## config.mk

```make
export PLATFORM = sky130hd
export DESIGN_NAME = cond_status_unit
export DESIGN_NICKNAME = d
export VERILOG_FILES = /design/src/rtl/cond_status_unit.sv
export SDC_FILE = /design/constraint.sdc
export NUM_CORES = 1
export LEC_CHECK = 0
export CORE_MARGIN = 5
export CORE_UTILIZATION = 47
export DETAILED_ROUTE_END_ITERATION = 6
export HOLD_SLACK_MARGIN = 0.03
export PLACE_DENSITY = 0.83
export SETUP_SLACK_MARGIN = 0.3
export SYNTH_ARGS = -nofsm -noshare
export SYNTH_HDL_FRONTEND = slang
export SYNTH_SLANG_ARGS = --single-unit
```

## constraint.sdc

```tcl
create_clock -name clk -period 2.83 [get_ports clk]
set_input_delay 0.4245 -clock clk [delete_from_list [all_inputs] [get_ports clk]]
set_output_delay 0.4245 -clock clk [all_outputs]
set_load 0.03 [all_outputs]
```

## src/rtl/cond_status_unit.sv

```systemverilog
// Multi-lane NZCV condition evaluator: owns the status register, tracks in-flight flag writers.
// Optional taken/skipped performance counters are compiled in with `define COND_PERF_EN.
module cond_status_unit #(
    parameter int  LANES        = 2,
    parameter int  MAX_INFLIGHT = 3,
    parameter int  BYPASS       = 1,
    localparam int CNT_W        = $clog2(MAX_INFLIGHT + 1)
) (
    input  logic               clk,
    input  logic               rst,
    input  logic               status_we,
    input  logic [3:0]         status_in,
    input  logic               flush,
    input  logic [LANES-1:0]   issue_s,
    input  logic [LANES-1:0]   cond_valid,
    input  logic [4*LANES-1:0] cond,
    output logic [LANES-1:0]   hazard,
    output logic [LANES-1:0]   res_valid,
    output logic [LANES-1:0]   result,
    output logic [3:0]         status_q,
    output logic [CNT_W-1:0]   pending_cnt,
`ifdef COND_PERF_EN
    output logic [31:0]        taken_cnt,
    output logic [31:0]        skipped_cnt,
`endif
    output logic               ovf_err
);

    // Wide enough for MAX_INFLIGHT plus a full bundle of issues without wrapping.
    localparam int SUM_W = CNT_W + 3;

    logic [3:0]       flags_eff;
    logic             bypass_en;
    logic             retire;
    logic             pend_eff;
    logic             older_issue;
    logic [3:0]       lane_c;
    logic [SUM_W-1:0] sum;
    logic [LANES-1:0] res_valid_d, res_valid_q;
    logic [LANES-1:0] result_d, result_q;
    logic [CNT_W-1:0] cnt_d, cnt_q;
    logic             ovf_d, ovf_q;

    function automatic logic cond_pass(input logic [3:0] c, input logic [3:0] f);
        logic n, z, cf, v;
        n  = f[3];
        z  = f[2];
        cf = f[1];
        v  = f[0];
        case (c)
            4'b0000: cond_pass = z;
            4'b0001: cond_pass = !z;
            4'b0010: cond_pass = cf;
            4'b0011: cond_pass = !cf;
            4'b0100: cond_pass = n;
            4'b0101: cond_pass = !n;
            4'b0110: cond_pass = v;
            4'b0111: cond_pass = !v;
            4'b1000: cond_pass = cf && !z;
            4'b1001: cond_pass = !cf || z;
            4'b1010: cond_pass = (n == v);
            4'b1011: cond_pass = (n != v);
            4'b1100: cond_pass = !z && (n == v);
            4'b1101: cond_pass = z || (n != v);
            default: cond_pass = 1'b1;
        endcase
    endfunction

    function automatic logic [SUM_W-1:0] popcount(input logic [LANES-1:0] v);
        popcount = '0;
        for (int k = 0; k < LANES; k++) begin
            popcount = popcount + SUM_W'(v[k]);
        end
    endfunction

    always_comb begin
        bypass_en   = (BYPASS != 0) && status_we;
        flags_eff   = bypass_en ? status_in : status_q;
        retire      = status_we && (cnt_q != '0);
        // A writer retiring through the bypass this cycle no longer blocks evaluation.
        pend_eff    = (cnt_q > CNT_W'(1)) || ((cnt_q == CNT_W'(1)) && !bypass_en);
        hazard      = '0;
        res_valid_d = '0;
        result_d    = '0;
        lane_c      = '0;
        older_issue = 1'b0;
        for (int i = 0; i < LANES; i++) begin
            lane_c         = cond[4*i +: 4];
            hazard[i]      = cond_valid[i] && (lane_c[3:1] != 3'b111) && (pend_eff || older_issue);
            res_valid_d[i] = cond_valid[i] && !hazard[i];
            result_d[i]    = res_valid_d[i] && cond_pass(lane_c, flags_eff);
            older_issue    = older_issue | issue_s[i];
        end

        if (flush) begin
            sum = popcount(issue_s);
        end else begin
            sum = SUM_W'(cnt_q) + popcount(issue_s) - SUM_W'(retire);
        end
        if (sum > SUM_W'(MAX_INFLIGHT)) begin
            cnt_d = CNT_W'(MAX_INFLIGHT);
            ovf_d = 1'b1;
        end else begin
            cnt_d = CNT_W'(sum);
            ovf_d = ovf_q;
        end
    end

    always_ff @(posedge clk) begin
        if (rst) begin
            status_q    <= '0;
            cnt_q       <= '0;
            ovf_q       <= 1'b0;
            res_valid_q <= '0;
            result_q    <= '0;
        end else begin
            if (status_we) begin
                status_q <= status_in;
            end
            cnt_q       <= cnt_d;
            ovf_q       <= ovf_d;
            res_valid_q <= res_valid_d;
            result_q    <= result_d;
        end
    end

    assign res_valid   = res_valid_q;
    assign result      = result_q;
    assign pending_cnt = cnt_q;
    assign ovf_err     = ovf_q;

`ifdef COND_PERF_EN
    logic [31:0] taken_q, skipped_q;

    always_ff @(posedge clk) begin
        if (rst) begin
            taken_q   <= '0;
            skipped_q <= '0;
        end else begin
            taken_q   <= taken_q + 32'(popcount(res_valid_q & result_q));
            skipped_q <= skipped_q + 32'(popcount(res_valid_q & ~result_q));
        end
    end

    assign taken_cnt   = taken_q;
    assign skipped_cnt = skipped_q;
`endif

endmodule

```

## After elaboration in Yosys (flattened, before gate mapping)

Index checks and enable logic that the tools add are counted.

- Add/sub/neg operators: 3
- Magnitude comparators: 2
- Eq/ne operators: 31
- Multiplexer cells: 5
- Reduce and logical (&&, ||, !) cells: 26

Operators by type and width:

| cell | count |
|---|---|
| $eq 4x4->1 const B | 12 |
| $eq 4x3->1 const B | 8 |
| $pmux 1 s14 | 2 |
| $eq 4x2->1 const B | 4 |
| $logic_and 1x1->1 | 12 |
| $eq 4x1->1 const B | 2 |
| $logic_not 4->1 | 2 |
| $logic_not 1->1 | 7 |
| $ne 3x3->1 const B | 2 |
| $gt 5x2->1 const B | 1 |
| $mux 5 | 1 |
| $logic_or 1x1->1 | 4 |
| $mux 4 | 1 |
| $sub 3x1->4 | 1 |
| $add 2x2->3 | 1 |
| $add 1x1->2 | 1 |
| $eq 2x1->1 const B | 1 |
| $gt 2x1->1 const B | 1 |
| $mux 2 | 1 |
| $reduce_bool 2->1 | 1 |
| $eq 1x1->1 | 1 |
| $ne 1x1->1 | 1 |

- Register bits after elaboration: 11
- Input port bits: 20
- Output and inout bits: 13
- Word-level logic and storage cells: 72

## Logic depth before layout (Yosys ltp)

Gate-level depths: netlist (run 1).

- Depth in word-level cells: 8
- Gate-level depth with buffers: 10
- Depth with buffers taken out: 10

## Worst setup path after synthesis (run 1)

Ideal clock, no wire load.

- Kind: input to register
- From: input port issue_s[0]
- To: register ovf_q (netlist: ovf_err)
- Setup time: 0.128 ns
- Arrival: 1.903 ns
- Data required time: 2.702 ns
- Path slack: 0.799 ns
- Cell stages on the path: 10
- Path buffers: 0
- Cell sequence: ha_1 inv_1 ha_1 inv_1 ha_1 fa_1 nor2_1 nor2_1 o21ai_0 a21oi_1

- Cells in the longest elaborated chain, start to end: 5

RTL lines:

| what | RTL line | RTL |
|---|---|---|
| from (decl) | 14 | `input logic [LANES-1:0] issue_s,` |
| $add 1x1->2 (*) | 72 | `popcount = popcount + SUM_W'(v[k]);` |
| $add 2x2->3 | 98 | `sum = SUM_W'(cnt_q) + popcount(issue_s) - SUM_W'(retire);` |
| $sub 3x1->4 | 98 |  |
| $mux 5 (*) | 95 | `if (flush) begin` |
| $gt 5x2->1 (*) | 100 | `if (sum > SUM_W'(MAX_INFLIGHT)) begin` |
| to (signal assigned) | 121 | `ovf_q <= ovf_d;` |
| to (decl) | 42 | `logic ovf_d, ovf_q;` |

Every way passes the cells marked *; elsewhere a longest branch is shown, timed or not.
A chain may end at the register's enable or synchronous reset.

## Final worst setup path (run 1)

- From: input port status_we
- To: output port hazard[0]

- Cells in the longest elaborated chain, start to end: 4

RTL lines:

| what | RTL line | RTL |
|---|---|---|
| from (decl) | 11 | `input logic status_we,` |
| $logic_not 1->1 | 81 | `pend_eff = (cnt_q > CNT_W'(1)) \|\| ((cnt_q == CNT_W'(1)) && !bypass_en);` |
| $logic_and 1x1->1 | 81 |  |
| $logic_or 1x1->1 | 81 |  |
| $logic_and 1x1->1 | 89 | `hazard[i] = cond_valid[i] && (lane_c[3:1] != 3'b111) && (pend_eff \|\| older_issue);` |
| to (decl) | 17 | `output logic [LANES-1:0] hazard,` |

No other way between the ends.

==> qor.yml, run 1 <==
cells_and_area:
  fin_nets: 175
  seq_area_um2: 220
  layout_common_cells: "clkdlybuf4s50_1, nor2_1, inv_1, dfxtp_1"
  antenna_cells: 0
  drive_above_1_share: 0.0743
  syn2layout_area_growth_pct: 40.4
  multi_input_area_um2: 632
  final_common_cell: "clkdlybuf4s50_1"
  fill_cells: 177
global_routing:
  antenna_found_initial: 0
  grt_max_degree: 12
  grt-ovfl-total: 0
  grt_pass1_wl_um: 3440
  grt_pass1_vias: 834
  track_usage: 0.166
clocking:
  cts_tree: "built"
  clock_path_buffers: 2
  cts.sinks: 11
  clock_tree.root_cell: "clkbuf_4"
  cts_setup_buffers: 0
  cts_buffers: 3
  path_clk_slew_ns: 0.07
  cts.htree.levels: 1
  postCtsHoldBufs: 0
  clk_latency_ns: 0.27
critical_path:
  cp_data_required_time_ns: 2.41
  arrival_ns: 2.01
  cp_max_fo: 4
  cp-start-kind: "input port"
  critPathKind: "in -> out"
  critPathCaptureType: "output port"
power:
  leakage_nw: 0.528
  ir_drop_mv: 0.309
  p_per_area_nw_per_um2: 439
  power_w: 0.000567
synth:
  syn_nets: 140
  synth_edf_count: 0
  ys_ff_latch: 11
  yosys_warnings: 0
  syn_area_per_cell_um2: 8.07
  ys_seq_area_frac: 0.239
  async_flop_share: 0
  syn-cell-area_um2: 920
  synth-main-ff-cell: "dfxtp_1"
  synthDistinctLibCells: 39
  synth_cells: 114
place:
  hpwlAfterDp_um: 1900
  gp_congestion: 0.823
  io_buffers: 32
timing:
  fmax_mhz: 411
  relSlewSlack: 0.724
  rsz0062_at_grt: "no"
  period_minus_slack_ns: 2.43
  slew_viol_final: 0
  skew_ns: 0.00155
  tightest_slew_ns: 0.402
  tns_ns: 0
  final.period_utilization: 0.859
  whs_ns: 0.473
  setup_viol: 0
  hold_violations: 0
drt:
  drt_iter0_drc: 22
  via_count: 935
  wl_per_cell_um: 13.0
  routed_wl_um: 2280
  top_layer: "met4"
  wl_met1_um: 1020
  postRouteAntennaNets: 0
  met2_length_um: 1070
  via_per_inst: 5.34
  drc: 0
  wl_met3_um: 154
  firstDrtPassIters: 4
outcome:
  run_status: "completed"
floorplanning:
  design.core.area_um2: 1920
  ioPinCount: 33
  row_count: 16
  die_h_um: 54.2
  start_util: 0.479
  dieArea_um2: 2940
  die_x_um: 54.2
hold_path:
  hold_class: "reg -> reg"
run:
  cap_viol_max_count: 0
==> cell usage after synthesis, drive strengths merged (3+ instances only) <==
cell	instances	area, um2
nand2b	4	25.0
nand3	4	20.0
a21oi	7	35.0
mux2i	9	106
inv	12	45.0
o21ai	4	20.0
o211ai	3	27.5
nand2	3	11.3
ha	5	62.6
xnor2	4	35.0
dfxtp	11	220
nor3	3	15.0
nor2	13	48.8
==> cell type report <==
class / count / share of cell area
sequential: 11 / 0.171
timing repair buffer: 34 / 0.259
inverter: 12 / 0.0349
clock buffer: 4 / 0.0203
multi-input combinational: 87 / 0.489
tap: 27 / 0.0262
==> state kept, by name, summed over array words and instances, names as in the netlist <==
register,cells
status_q,4
pending_cnt,2
res_valid,2
result,2
ovf_err,1
==> layer usage <==
| layer | vias up | track usage |
|---|---|---|
| met1 | 426 | 0.189 |
| met5 | - | 0 |
| li1 | 479 | - |
| met4 | 0 | 0.0913 |
| met3 | 4 | 0.0463 |
| met2 | 26 | 0.277 |
==> final timing paths <==
kind                  start   endpoint  slack, ns  cells after the start
max               status_we  hazard[0]       0.40                      5
min                 ovf_err    ovf_err       0.47                      2
max reg2reg  pending_cnt[0]    ovf_err       0.80                      9
min reg2reg         ovf_err    ovf_err       0.47                      2
==> worst max-delay path, cell delays in order <==
cell	delay, ns
clkdlybuf4s50_1	0.43
nor2b_1	0.13
or2_1	0.17
and3_1	0.17
clkdlybuf4s50_1	0.68
==> power by group <==
| part | internal [W] | total (W) | switching, W |
|---|---|---|---|
| Clock | 0.0000547 | 0.000110 | 0.0000548 |
| Combinational | 0.000126 | 0.000271 | 0.000146 |
| Sequential | 0.000172 | 0.000186 | 0.0000141 |
==> cells by family (layout without fill, tap and decap cells) <==
kind of cell | after synthesis | count (layout) | share of synthesized area
and+or+nand+nor | 42 | 42 | 0.237
adders and majority gates | 6 | 6 | 0.0898
AOI/OAI and AO/OA | 23 | 23 | 0.173
buffers and inverters | 16 | 50 | 0.0735
muxes | 11 | 11 | 0.140
xor gates and xnor gates | 5 | 5 | 0.0476
DFF | 11 | 11 | 0.239
==> per-stage QoR <==
step           std cells  worst slack, ns  area (um2)   util
4_1_cts              175            0.390        1290  0.672
3_5_place_dp         171            0.131        1270  0.659
5_1_grt              175            0.315        1290  0.672
2_1_floorplan        114            0.799         920      -
6_report             175            0.400        1290  0.672
3_3_place_gp         171            0.212        1270  0.659
==> repair_timing <==
item	CTS	global route
endpoints found under the hold margin	0	0
gates resized for setup	1	0
endpoints found under the setup margin	1	0
Power figures use the tool's default switching activity.
==> run 2: changes to the inputs <==
SLEW_MARGIN = 15   (was not set)
==> results of run 2 <==
No change in the layout: final DEF, timing and power equal those of run 1.
==> run 3: changes to the inputs <==
MAX_ROUTING_LAYER = met4   (was not set)
==> run 3 against run 2 <==
Compared with the run above:
- register-to-register slack about the same
- core utilization did not move
- critical endpoint unchanged
- combinational power about the same
- critical path type unchanged
- global-route usage rose by 0.46 points
- worst setup slack barely moved
- sequential power barely moved
- via count unchanged
==> qor.yml, run 3 (same netlist as run 1, synthesis figures left out) <==
drt:
  firstDrtPassIters: 4
  routed_wl_um: 2280
  via_count: 935
  drt_iter0_drc: 18
  via_per_inst: 5.34
  drc: 0
  wl_per_cell_um: 13.0
  postRouteAntennaNets: 0
critical_path:
  r2r-start: "pending_cnt[0]"
  slowest_delay_ns: 0.68
  critical_path.top_delay_family: "buffers and inverters"
  crit_top_cell: "clkdlybuf4s50_1"
  cp_max_fo: 4
  worst-path-buf-inv: 2
  critPathKind: "in -> out"
  worstPathCellList: "clkdlybuf4s50_1, nor2b_1, or2_1, and3_1, clkdlybuf4s50_1"
  cpMaxStageDelayCell: "clkdlybuf4s50_1"
  arrival_ns: 2.01
  cp_data_required_time_ns: 2.41
  critPathCaptureType: "output port"
  crit_start: "status_we"
  cp-start-kind: "input port"
timing:
  fmax_mhz: 412
  tightest_slew_ns: 0.402
  skew_ns: 0.00164
  relSlewSlack: 0.724
  tns_ns: 0
  period_minus_slack_ns: 2.43
  final.period_utilization: 0.859
  whs_ns: 0.473
  rsz0062_at_grt: "no"
  slew_viol_final: 0
  hold_violations: 0
  setup_viol: 0
hold_path:
  hp-start: "ovf_err"
  hold_class: "reg -> reg"
floorplanning:
  die_h_um: 54.2
  dieArea_um2: 2940
  ioPinCount: 33
  die_x_um: 54.2
  start_util: 0.479
  row_count: 16
  design.core.area_um2: 1920
global_routing:
  track_usage: 0.170
  grt_pass1_wl_um: 3440
  grt-ovfl-total: 0
  antenna_found_initial: 0
  grt_pass1_vias: 835
  grt_max_degree: 12
cells_and_area:
  drive_above_1_share: 0.0743
  layout_common_cells: "clkdlybuf4s50_1, nor2_1, inv_1, dfxtp_1"
  final_common_cell: "clkdlybuf4s50_1"
  fin_nets: 175
  top_register: "status_q"
  antenna_cells: 0
  largest_reg_flops: 4
  syn2layout_area_growth_pct: 40.4
  fin_util: 0.672
  layoutNonFillerInstCount: 175
  fill_cells: 177
clocking:
  postCtsHoldBufs: 0
  cts.sinks: 11
  path_clk_slew_ns: 0.07
  clk_latency_ns: 0.27
  cts_tree: "built"
  cts_buffers: 3
  clock_path_buffers: 2
  cts_setup_buffers: 0
  clock_tree.root_cell: "clkbuf_4"
  cts.htree.levels: 1
  ctsResizeCount: 1
place:
  placed_cells_incl_taps: 171
  gp_congestion: 0.835
  hpwlAfterDp_um: 1900
  io_buffers: 32
outcome:
  run_status: "completed"
power:
  p_per_area_nw_per_um2: 439
  power_w: 0.000567
  leakage_nw: 0.528
  ir_drop_mv: 0.309
run:
  cap_viol_max_count: 0
-- run 3: cell counts in the layout (fill, tap and decap cells not counted) --
No cell type changed its count.
-- run 3: per-layer routing --
layer,global-route usage,up-vias,routed length (um)
met1,0.192,426,1030
met5,-,-,0
li1,-,479,-
met3,0.0409,4,137
met4,0.0913,0,39
met2,0.277,26,1070
-- run 3: worst min-delay path: cells and delay by family (launching register included) --
family                 cells  cell delay, ns
buffers and inverters      1            0.05
AO/OA/AOI/OAI              1            0.05
flip-flops                 1            0.32
-- run 3: where the power goes --
| part | switching (W) | internal (W) |
|---|---|---|
| clock network | 0.0000552 | 0.0000547 |
| logic | 0.000146 | 0.000126 |
| registers | 0.0000141 | 0.000172 |
-- run 3: final timing paths --
kind,to,slack [ns],depth (start not counted)
setup / recovery,hazard[0],0.40,5
hold / removal,ovf_err,0.47,2
setup reg to reg,ovf_err,0.80,9
hold reg to reg,ovf_err,0.47,2
-- run 3: stage by stage --
stage               setup WS (ns)  cell area [um2]
floorplan                   0.799              920
detailed placement          0.131             1270
CTS                         0.390             1290
global placement            0.212             1270
global route                0.315             1290
finish                      0.400             1290
-- run 3: cell type report --
cell class / count / area (um2) / share of cell area
well taps: 27 / 33.8 / 0.0262
multi-input cells: 87 / 632 / 0.489
flip-flops and latches: 11 / 220 / 0.171
inverters: 12 / 45.0 / 0.0349
repair buffers: 34 / 334 / 0.259
clock buffers: 4 / 26.3 / 0.0203
